[src/rtl/ccff_loader_pkg.sv]
// Shared types and width helpers for the configuration-chain loader.
package ccff_loader_pkg;

  localparam int unsigned ERR_W_DEF = 8;

  typedef enum logic [1:0] {
    ST_IDLE   = 2'd0,
    ST_LOAD   = 2'd1,
    ST_VERIFY = 2'd2,
    ST_DONE   = 2'd3
  } state_e;

  function automatic int unsigned cnt_w(input int unsigned chain_len);
    return $clog2(chain_len + 1);
  endfunction

  function automatic int unsigned wcnt_w(input int unsigned word_w);
    return $clog2(word_w + 1);
  endfunction

endpackage

[src/rtl/ccff_word_serializer.sv]
// One-word buffer that turns stream words into an MSB-first bit stream.
module ccff_word_serializer
  import ccff_loader_pkg::*;
#(
  parameter int unsigned WORD_W = 8
) (
  input  logic              clk,
  input  logic              rst,
  input  logic              i_busy,
  input  logic              i_clear,
  input  logic              i_flush,
  input  logic [WORD_W-1:0] i_data,
  input  logic              i_valid,
  output logic              o_ready,
  output logic              o_shift,
  output logic              o_head
);

  localparam int unsigned WCNT_W = wcnt_w(WORD_W);

  logic [WORD_W-1:0] r_sreg;
  logic [WCNT_W-1:0] r_wcnt;
  logic              r_full;
  logic              w_last_bit;
  logic              w_accept;

  // Refill during the last bit of a word keeps the stream gapless; never
  // refill on a phase-ending bit, since that word belongs to the next pass.
  assign o_shift    = i_busy & r_full;
  assign w_last_bit = o_shift & (r_wcnt == WCNT_W'(1));
  assign o_ready    = i_busy & ~i_flush & (~r_full | w_last_bit);
  assign w_accept   = i_valid & o_ready;
  assign o_head     = o_shift & r_sreg[WORD_W-1];

  always_ff @(posedge clk or posedge rst) begin
    if (rst) begin
      r_sreg <= '0;
      r_wcnt <= '0;
      r_full <= 1'b0;
    end else if (i_clear || i_flush) begin
      r_sreg <= '0;
      r_wcnt <= '0;
      r_full <= 1'b0;
    end else if (w_accept) begin
      r_sreg <= i_data;
      r_wcnt <= WCNT_W'(WORD_W);
      r_full <= 1'b1;
    end else if (o_shift) begin
      r_sreg <= r_sreg << 1;
      r_wcnt <= r_wcnt - WCNT_W'(1);
      if (w_last_bit) r_full <= 1'b0;
    end
  end

endmodule

[src/rtl/ccff_chain_loader.sv]
// Shifts a streamed bitstream into the fabric config chain, optionally re-streaming it to verify the tail.
module ccff_chain_loader
  import ccff_loader_pkg::*;
#(
  parameter int unsigned WORD_W    = 8,
  parameter int unsigned CHAIN_LEN = 64,
  parameter int unsigned ERR_W     = ERR_W_DEF
) (
  input  logic              prog_clk,
  input  logic              prog_reset,
  input  logic              start,
  input  logic              verify_en,
  input  logic [WORD_W-1:0] s_data,
  input  logic              s_valid,
  output logic              s_ready,
  output logic              ccff_head,
  output logic              ccff_shift_en,
  input  logic              ccff_tail,
  output logic              busy,
  output logic              done,
  output logic              error,
  output logic [ERR_W-1:0]  err_count
);

  localparam int unsigned CNT_W = cnt_w(CHAIN_LEN);

  state_e           r_state;
  state_e           w_state_nxt;
  logic [CNT_W-1:0] r_bit_cnt;
  logic             r_verify;
  logic             r_error;
  logic [ERR_W-1:0] r_err_count;
  logic             w_start_ok;
  logic             w_phase_end;
  logic             w_mismatch;

  assign busy        = (r_state == ST_LOAD) | (r_state == ST_VERIFY);
  assign done        = (r_state == ST_DONE);
  assign error       = r_error;
  assign err_count   = r_err_count;
  assign w_start_ok  = start & ((r_state == ST_IDLE) | (r_state == ST_DONE));
  assign w_phase_end = ccff_shift_en & (r_bit_cnt == CNT_W'(CHAIN_LEN - 1));
  assign w_mismatch  = (r_state == ST_VERIFY) & ccff_shift_en & (ccff_tail != ccff_head);

  ccff_word_serializer #(
    .WORD_W(WORD_W)
  ) u_ser (
    .clk     (prog_clk),
    .rst     (prog_reset),
    .i_busy  (busy),
    .i_clear (w_start_ok),
    .i_flush (w_phase_end),
    .i_data  (s_data),
    .i_valid (s_valid),
    .o_ready (s_ready),
    .o_shift (ccff_shift_en),
    .o_head  (ccff_head)
  );

  always_ff @(posedge prog_clk or posedge prog_reset) begin
    if (prog_reset) r_state <= ST_IDLE;
    else            r_state <= w_state_nxt;
  end

  always_comb begin
    w_state_nxt = r_state;
    case (r_state)
      ST_IDLE, ST_DONE: if (start) w_state_nxt = ST_LOAD;
      ST_LOAD:          if (w_phase_end) w_state_nxt = r_verify ? ST_VERIFY : ST_DONE;
      ST_VERIFY:        if (w_phase_end) w_state_nxt = ST_DONE;
      default:          w_state_nxt = ST_IDLE;
    endcase
  end

  // Session bookkeeping: chain position, latched verify mode and mismatch tally.
  always_ff @(posedge prog_clk or posedge prog_reset) begin
    if (prog_reset) begin
      r_bit_cnt   <= '0;
      r_verify    <= 1'b0;
      r_error     <= 1'b0;
      r_err_count <= '0;
    end else if (w_start_ok) begin
      r_bit_cnt   <= '0;
      r_verify    <= verify_en;
      r_error     <= 1'b0;
      r_err_count <= '0;
    end else begin
      if (w_phase_end)        r_bit_cnt <= '0;
      else if (ccff_shift_en) r_bit_cnt <= r_bit_cnt + CNT_W'(1);
      if (w_mismatch) begin
        r_error <= 1'b1;
        if (r_err_count != {ERR_W{1'b1}}) r_err_count <= r_err_count + ERR_W'(1);
      end
    end
  end

endmodule
[config.mk]
export PLATFORM = sky130hd
export DESIGN_NAME = ccff_chain_loader
export DESIGN_NICKNAME = d
export VERILOG_FILES = /design/src/rtl/ccff_loader_pkg.sv /design/src/rtl/ccff_word_serializer.sv /design/src/rtl/ccff_chain_loader.sv
export SDC_FILE = /design/constraint.sdc
export NUM_CORES = 1
export LEC_CHECK = 0
export BUFFER_PORTS_ARGS = -buffer_cell sky130_fd_sc_hd__buf_2
export CORE_ASPECT_RATIO = 1.25
export CORE_MARGIN = 3
export CORE_UTILIZATION = 60
export CTS_CLUSTER_DIAMETER = 120
export CTS_CLUSTER_SIZE = 8
export DETAILED_ROUTE_END_ITERATION = 10
export PLACE_DENSITY = 0.95
export SYNTH_ARGS = -nofsm -noshare
export SYNTH_HDL_FRONTEND = slang
export SYNTH_HIERARCHICAL = 1
export SYNTH_SLANG_ARGS = --single-unit
[constraint.sdc]
create_clock -name prog_clk -period 5.63 [get_ports prog_clk]
set_input_delay 0.563 -clock prog_clk [delete_from_list [all_inputs] [get_ports prog_clk]]
set_output_delay 0.563 -clock prog_clk [all_outputs]
set_load 0.05 [all_outputs]
==> metrics, run 1 <==
unrepaired setup endpoints after global routing=false; post-route ant nets=0; CP peak stage delay=480 ps; post-cts repair resize count=0; Initial DRC Count=37; vias in the first global route=1,371; async set or reset register ratio after synthesis=1.00; # diodes=0; I/O Buffers=27; clk slew on worst S/H paths=90 ps; largest net degree at the start of global routing=20; Final Wtd Congestion=0.740; setup_tns=0 ps; Place WS=2600 ps; CP Data Required Time=between 5000 and 6000 ps; Final Hold Viols=0; Power per Cell Area=520 mW/mm²; grt ovf=0; Layout fillers=about 200; vias=1,479; Crit-path slowest cell=inv_1; Syn. warnings=6; part of the cycle the worst path needs=0.608; setup slack, reg-to-reg=2610 ps; syn avg cell area=~10 µm²; Initial Util=0.635; Boundary Pins=28; CP Launch Type=flop; delay-heaviest family, CP=buffers and inverters; die area=0.00355 mm²; total of max-cap violations=0; Final Net Count=221; Cells after DPL=about 230; Die Ht=approximately 66 µm; area grow syn2layout=13.0%; fmax=292 MHz; Num CTS Buffers=5; vias per cell=about 6.3; CTS sink count=32; crit path cell chain=inv_1, ha_1, inv_1, nand2_1, inv_1, nand2_1, nor3_1, a211oi_1, buf_2; Wirelength per Cell=15.5 µm; fin crit period=3420 ps; Die X-Extent=53.9 µm; Post-CTS Setup Inserts=0; relative slew slack=0.523; Synth cell types=44; commonest non-fill, non-tap cells in the layout=dfrtp_1 (32), buf_2 (27), nand2_1 (14); min-delay worst type=in2async; Syn Nets=190; Post-Route WL=3.63 mm; synthesis-stage register bit count=32; crit path buf inv count=4; sequential fraction of the synthesis area=0.466; status=complete, no violations; clk_lat worst skew=roughly 340 ps; critical path arrival=2860 ps; DRC Markers=0; most common cell after layout, fill and taps aside=dfrtp_1; share of layout cells above drive strength 1=0.220; DRT Pass-1 Iters=5; post-route setup slack=2210 ps; WS Path Type=reg2out; global-route wire length before repair=6.09 mm; clk root buf=clkbuf_4; initial antenna violation count=0; skew final=4.64 ps; Leakage=about 0.96 nW; Crit. End Element=output port; standard-cell row count=21; CTS Hold Buffers Added=0; All-Layer GR Usage=0.240; Post-synth EDFFs=0; Main synth FF type=dfrtp_1; Final Max Tran Viols=0; clock tree buffer depth=2; final std cells w/o fill=234; most frequent CP cell=inv_1; worst slew pin tran=715 ps; Max FO, Critical Path=19; Setup violations, final=0; worst vdd ir=550 µV; HPWL after DPL=2.68 mm; Core Area=0.00271 mm²; TritonCTS clock tree=done; cell count after synthesis=roughly 170; Mapped Area=0.00172 mm²; H-tree level count=2
## power by group
| part | internal [mW] | total, mW | leakage (nW) | switching [mW] |
|---|---|---|---|---|
| clock | 0.0707 | 0.145 | 0.0374 | 0.0747 |
| combinational | 0.169 | 0.526 | 0.498 | 0.357 |
| sequential | 0.288 | 0.338 | 0.428 | 0.0506 |
## worst paths after layout
path,start,endpoint,cells after the start
max,r_state[0],s_ready,9
min,prog_reset,u_ser/r_sreg[6],2
max reg2reg,r_state[0],u_ser/r_sreg[7],10
min reg2reg,r_verify,r_verify,2
max in group asynchronous,prog_reset,err_count[7],2
min in group prog_clk,verify_en,r_verify,3
## final cells by class
class                   instances  area [µm²]  area share
clock buffers                   7        65.1      0.0335
inverters                      12        45.0      0.0232
multi-input cells             122         855       0.440
flip-flops and latches         32         801       0.412
well taps                      34        42.5      0.0219
repair buffers                 27         135      0.0695
## per-layer routing
layer	vias up	part of all wire	GRT usage
li1	696	-	-
met1	724	0.38	0.278
met2	51	0.53	0.377
met3	8	0.069	0.0813
met4	0	0.020	0.137
met5	-	0	0
## Yosys cell counts, drive strengths merged, types with 2 or more instances
cell type  count  area share
a211oi         2       0.016
a21oi         11       0.032
a221o          7       0.041
and3          10       0.036
clkbuf         2      0.0044
dfrtp         32        0.47
ha             7       0.051
inv           12       0.026
nand2         14       0.031
nand3          8       0.023
nand4          4       0.015
nor2           9       0.020
nor3           6       0.017
o211a          3       0.022
o21a           2      0.0087
o21ai          6       0.017
o31ai          3       0.013
or3            5       0.019
or3b           2       0.012
or4            3       0.013
xnor2          2       0.010
xor2           4       0.025
## state kept, by name, indices dropped and copies added (netlist names)
signal        flops
err_count         8
error             1
r_bit_cnt         7
r_state           2
r_verify          1
u_ser/r_full      1
u_ser/r_sreg      8
u_ser/r_wcnt      4
## worst register-to-register path, cell delays in order, from the launching register on
cell,delay (ps)
dfrtp_1,420
inv_1,60
ha_1,320
inv_1,230
nand2_1,150
inv_1,480
nand2_1,150
nor3_1,360
nor2_1,230
o211a_4,220
a221o_1,290
## stage by stage
stage	hold WS (ps)	power [mW]	area [µm²]	util
3_5_place_dp	466	0.867	1880	0.694
2_1_floorplan	440	0.752	1720	-
6_report	236	1.01	1940	0.718
5_1_grt	250	1.08	1940	0.718
3_3_place_gp	476	0.834	1880	0.694
4_1_cts	241	1.01	1940	0.718
## logic make-up (layout without fill, tap and decap cells)
family	count (synthesis)	in the layout	synth area share
XOR/XNOR	6	6	0.0349
multiplexers	1	1	0.00582
flip-flops	32	32	0.466
buffers and inverters	15	46	0.0371
AO/OA/AOI/OAI	43	43	0.201
AND/OR/NAND/NOR	65	65	0.205
adder cells (fa/ha/maj)	7	7	0.0509
Power figures use the tool's default switching activity.
==> run 2: changes to the inputs <==
Settings changed: CORE_UTILIZATION 60 to 55, PLACE_DENSITY 0.95 to 0.89.
Clock period 5.63 ns to 3.37 ns, I/O delays scaled along.
==> metrics, run 2 (same netlist as run 1, synthesis figures left out) <==
status=complete, no violations (unchanged); I/O Buffers=27 (unchanged); largest net degree at the start of global routing=20 (unchanged); post-route setup slack=725 ps (was 2210 ps); Cells after DPL=230 (was 227); Wirelength per Cell=15.7 µm (was 15.5 µm); WS Path Type=reg2reg (was reg2out); Reg2Reg Launch Point=r_state[0] (unchanged); part of the cycle the worst path needs=0.785; HPWL after DPL=2.87 mm (was 2.68 mm); DP Area=0.00189 mm² (was 0.00188 mm²); GRT met1 Usage=0.214 (was 0.278); Leakage=0.965 nW (was 0.963 nW); Post-CTS Setup Inserts=0 (unchanged); CTS Hold Buffers Added=0 (unchanged); area grow syn2layout=13.5% (was 13.0%); Die X-Extent=56.0 µm (was 53.9 µm); CP Launch Type=flop (unchanged); clk_lat worst skew=310 ps (was 340 ps); Max FO, Critical Path=11 (was 19); Boundary Pins=28 (unchanged); met3 Use GR=0.0484 (was 0.0813); Die Ht=68.5 µm (was 65.8 µm); clk root buf=clkbuf_4 (unchanged); Final Max Tran Viols=0 (unchanged); standard-cell row count=22 (was 21); Post-Route WL=3.73 mm (was 3.63 mm); grt ovf=0 (unchanged); met2 Usage GRT=0.390 (was 0.377); total of max-cap violations=0 (unchanged); clock tree buffer depth=2 (unchanged); DRC Markers=0 (unchanged); CP Data Required Time=3610 ps (was 5070 ps); unrepaired setup endpoints after global routing=false (unchanged); Power per Cell Area=865 mW/mm² (was 520 mW/mm²); Place WS=769 ps (was 2600 ps); # diodes=0 (unchanged); post-route ant nets=0 (unchanged); vias=1,451 (was 1,479); critical path arrival=2890 ps (was 2860 ps); final std cells w/o fill=238 (was 234); Setup violations, final=0 (unchanged); CTS sink count=32 (unchanged); Initial Util=0.578 (was 0.635); fin crit period=2650 ps; initial antenna violation count=0 (unchanged); reg-to-reg critical path endpoint=err_count[7] (was u_ser/r_sreg[7]); Crit. End Element=flop (was output port); clk slew on worst S/H paths=90 ps (about the same); worst vdd ir=644 µV (was 550 µV); Final Hold Viols=0 (unchanged); worst r2r path cells=8 (was 10); skew final=2.80 ps (was 4.64 ps); min-delay worst type=in2async (unchanged); share of layout cells above drive strength 1=0.223 (was 0.220); post-cts repair resize count=0 (unchanged); setup slack, reg-to-reg=720 ps (was 2610 ps); Final Wtd Congestion=0.827 (was 0.740); DRT Pass-1 Iters=4 (was 5); most common cell after layout, fill and taps aside=dfrtp_1 (unchanged); vias in the first global route=1,371 (unchanged); busiest grt layer=met2 (unchanged); Setup crit end=err_count[7] (was s_ready); worst slew pin tran=725 ps (was 715 ps); Core Area=0.00297 mm² (was 0.00271 mm²); fmax=378 MHz; relative slew slack=0.516 (was 0.523); All-Layer GR Usage=0.202 (was 0.240); global-route wire length before repair=6.02 mm (was 6.09 mm); TritonCTS clock tree=done (unchanged); vias per cell=6.10 (was 6.32); Num CTS Buffers=5 (unchanged); setup_tns=0 ps (unchanged); die area=0.00384 mm² (was 0.00355 mm²); commonest non-fill, non-tap cells in the layout=dfrtp_1 (32), buf_2 (27), nand2_1 (14) (unchanged); CP Launch Point=r_state[0] (unchanged); Initial DRC Count=64 (was 37); H-tree level count=2 (unchanged); Final Net Count=222 (was 221); finished layout cell area=0.00195 mm² (was 0.00194 mm²)
[run 2: per-stage QoR]
step / power (mW) / hold slack, ps / util
2_1_floorplan: 1.26 / 214 / -
3_3_place_gp: 1.42 / 381 / 0.637
3_5_place_dp: 1.48 / 394 / 0.637
4_1_cts: 1.70 / 35.0 / 0.657
5_1_grt: 1.81 / 62.7 / 0.657
6_report: 1.69 / 32.1 / 0.657
[run 2: area by class of cell]
class	instances	area, µm²
Timing Repair Buffer	28	143
Fill cell	260	1020
Inverter	12	45.0
Clock buffer	8	58.8
Tap cell	36	45.0
Sequential cell	32	801
Multi-Input combinational cell	122	860
[run 2: worst max-delay path: stages (launching register included)]
cell	delay, ps
dfrtp_1	430
inv_1	70
ha_1	330
inv_1	220
and3_1	290
xor2_2	220
o2111ai_2	270
or4_1	590
a21oi_1	160
[run 2: report_power, final]
part	leakage (nW)	switching (mW)	internal (mW)
Clock	0.0326	0.117	0.103
Combinational	0.504	0.604	0.294
Sequential	0.428	0.0897	0.481
Total	0.965	0.811	0.878
[run 2: how the worst min path moves through the flow]
stage	from	endpoint	slack, ps	cells past startpoint
after floorplan	prog_reset	u_ser/r_full	210	1
after global placement	prog_reset	u_ser/r_sreg[7]	380	2
after detailed placement	prog_reset	u_ser/r_sreg[6]	390	2
after CTS	prog_reset	u_ser/r_sreg[4]	30	2
after global routing	prog_reset	u_ser/r_sreg[0]	60	2
final	prog_reset	u_ser/r_sreg[1]	30	2
[run 2: layer usage]
metal,up-vias,share of wire
li1,700,-
met1,696,0.40
met2,51,0.55
met3,4,0.052
met4,0,0.0062
met5,-,0
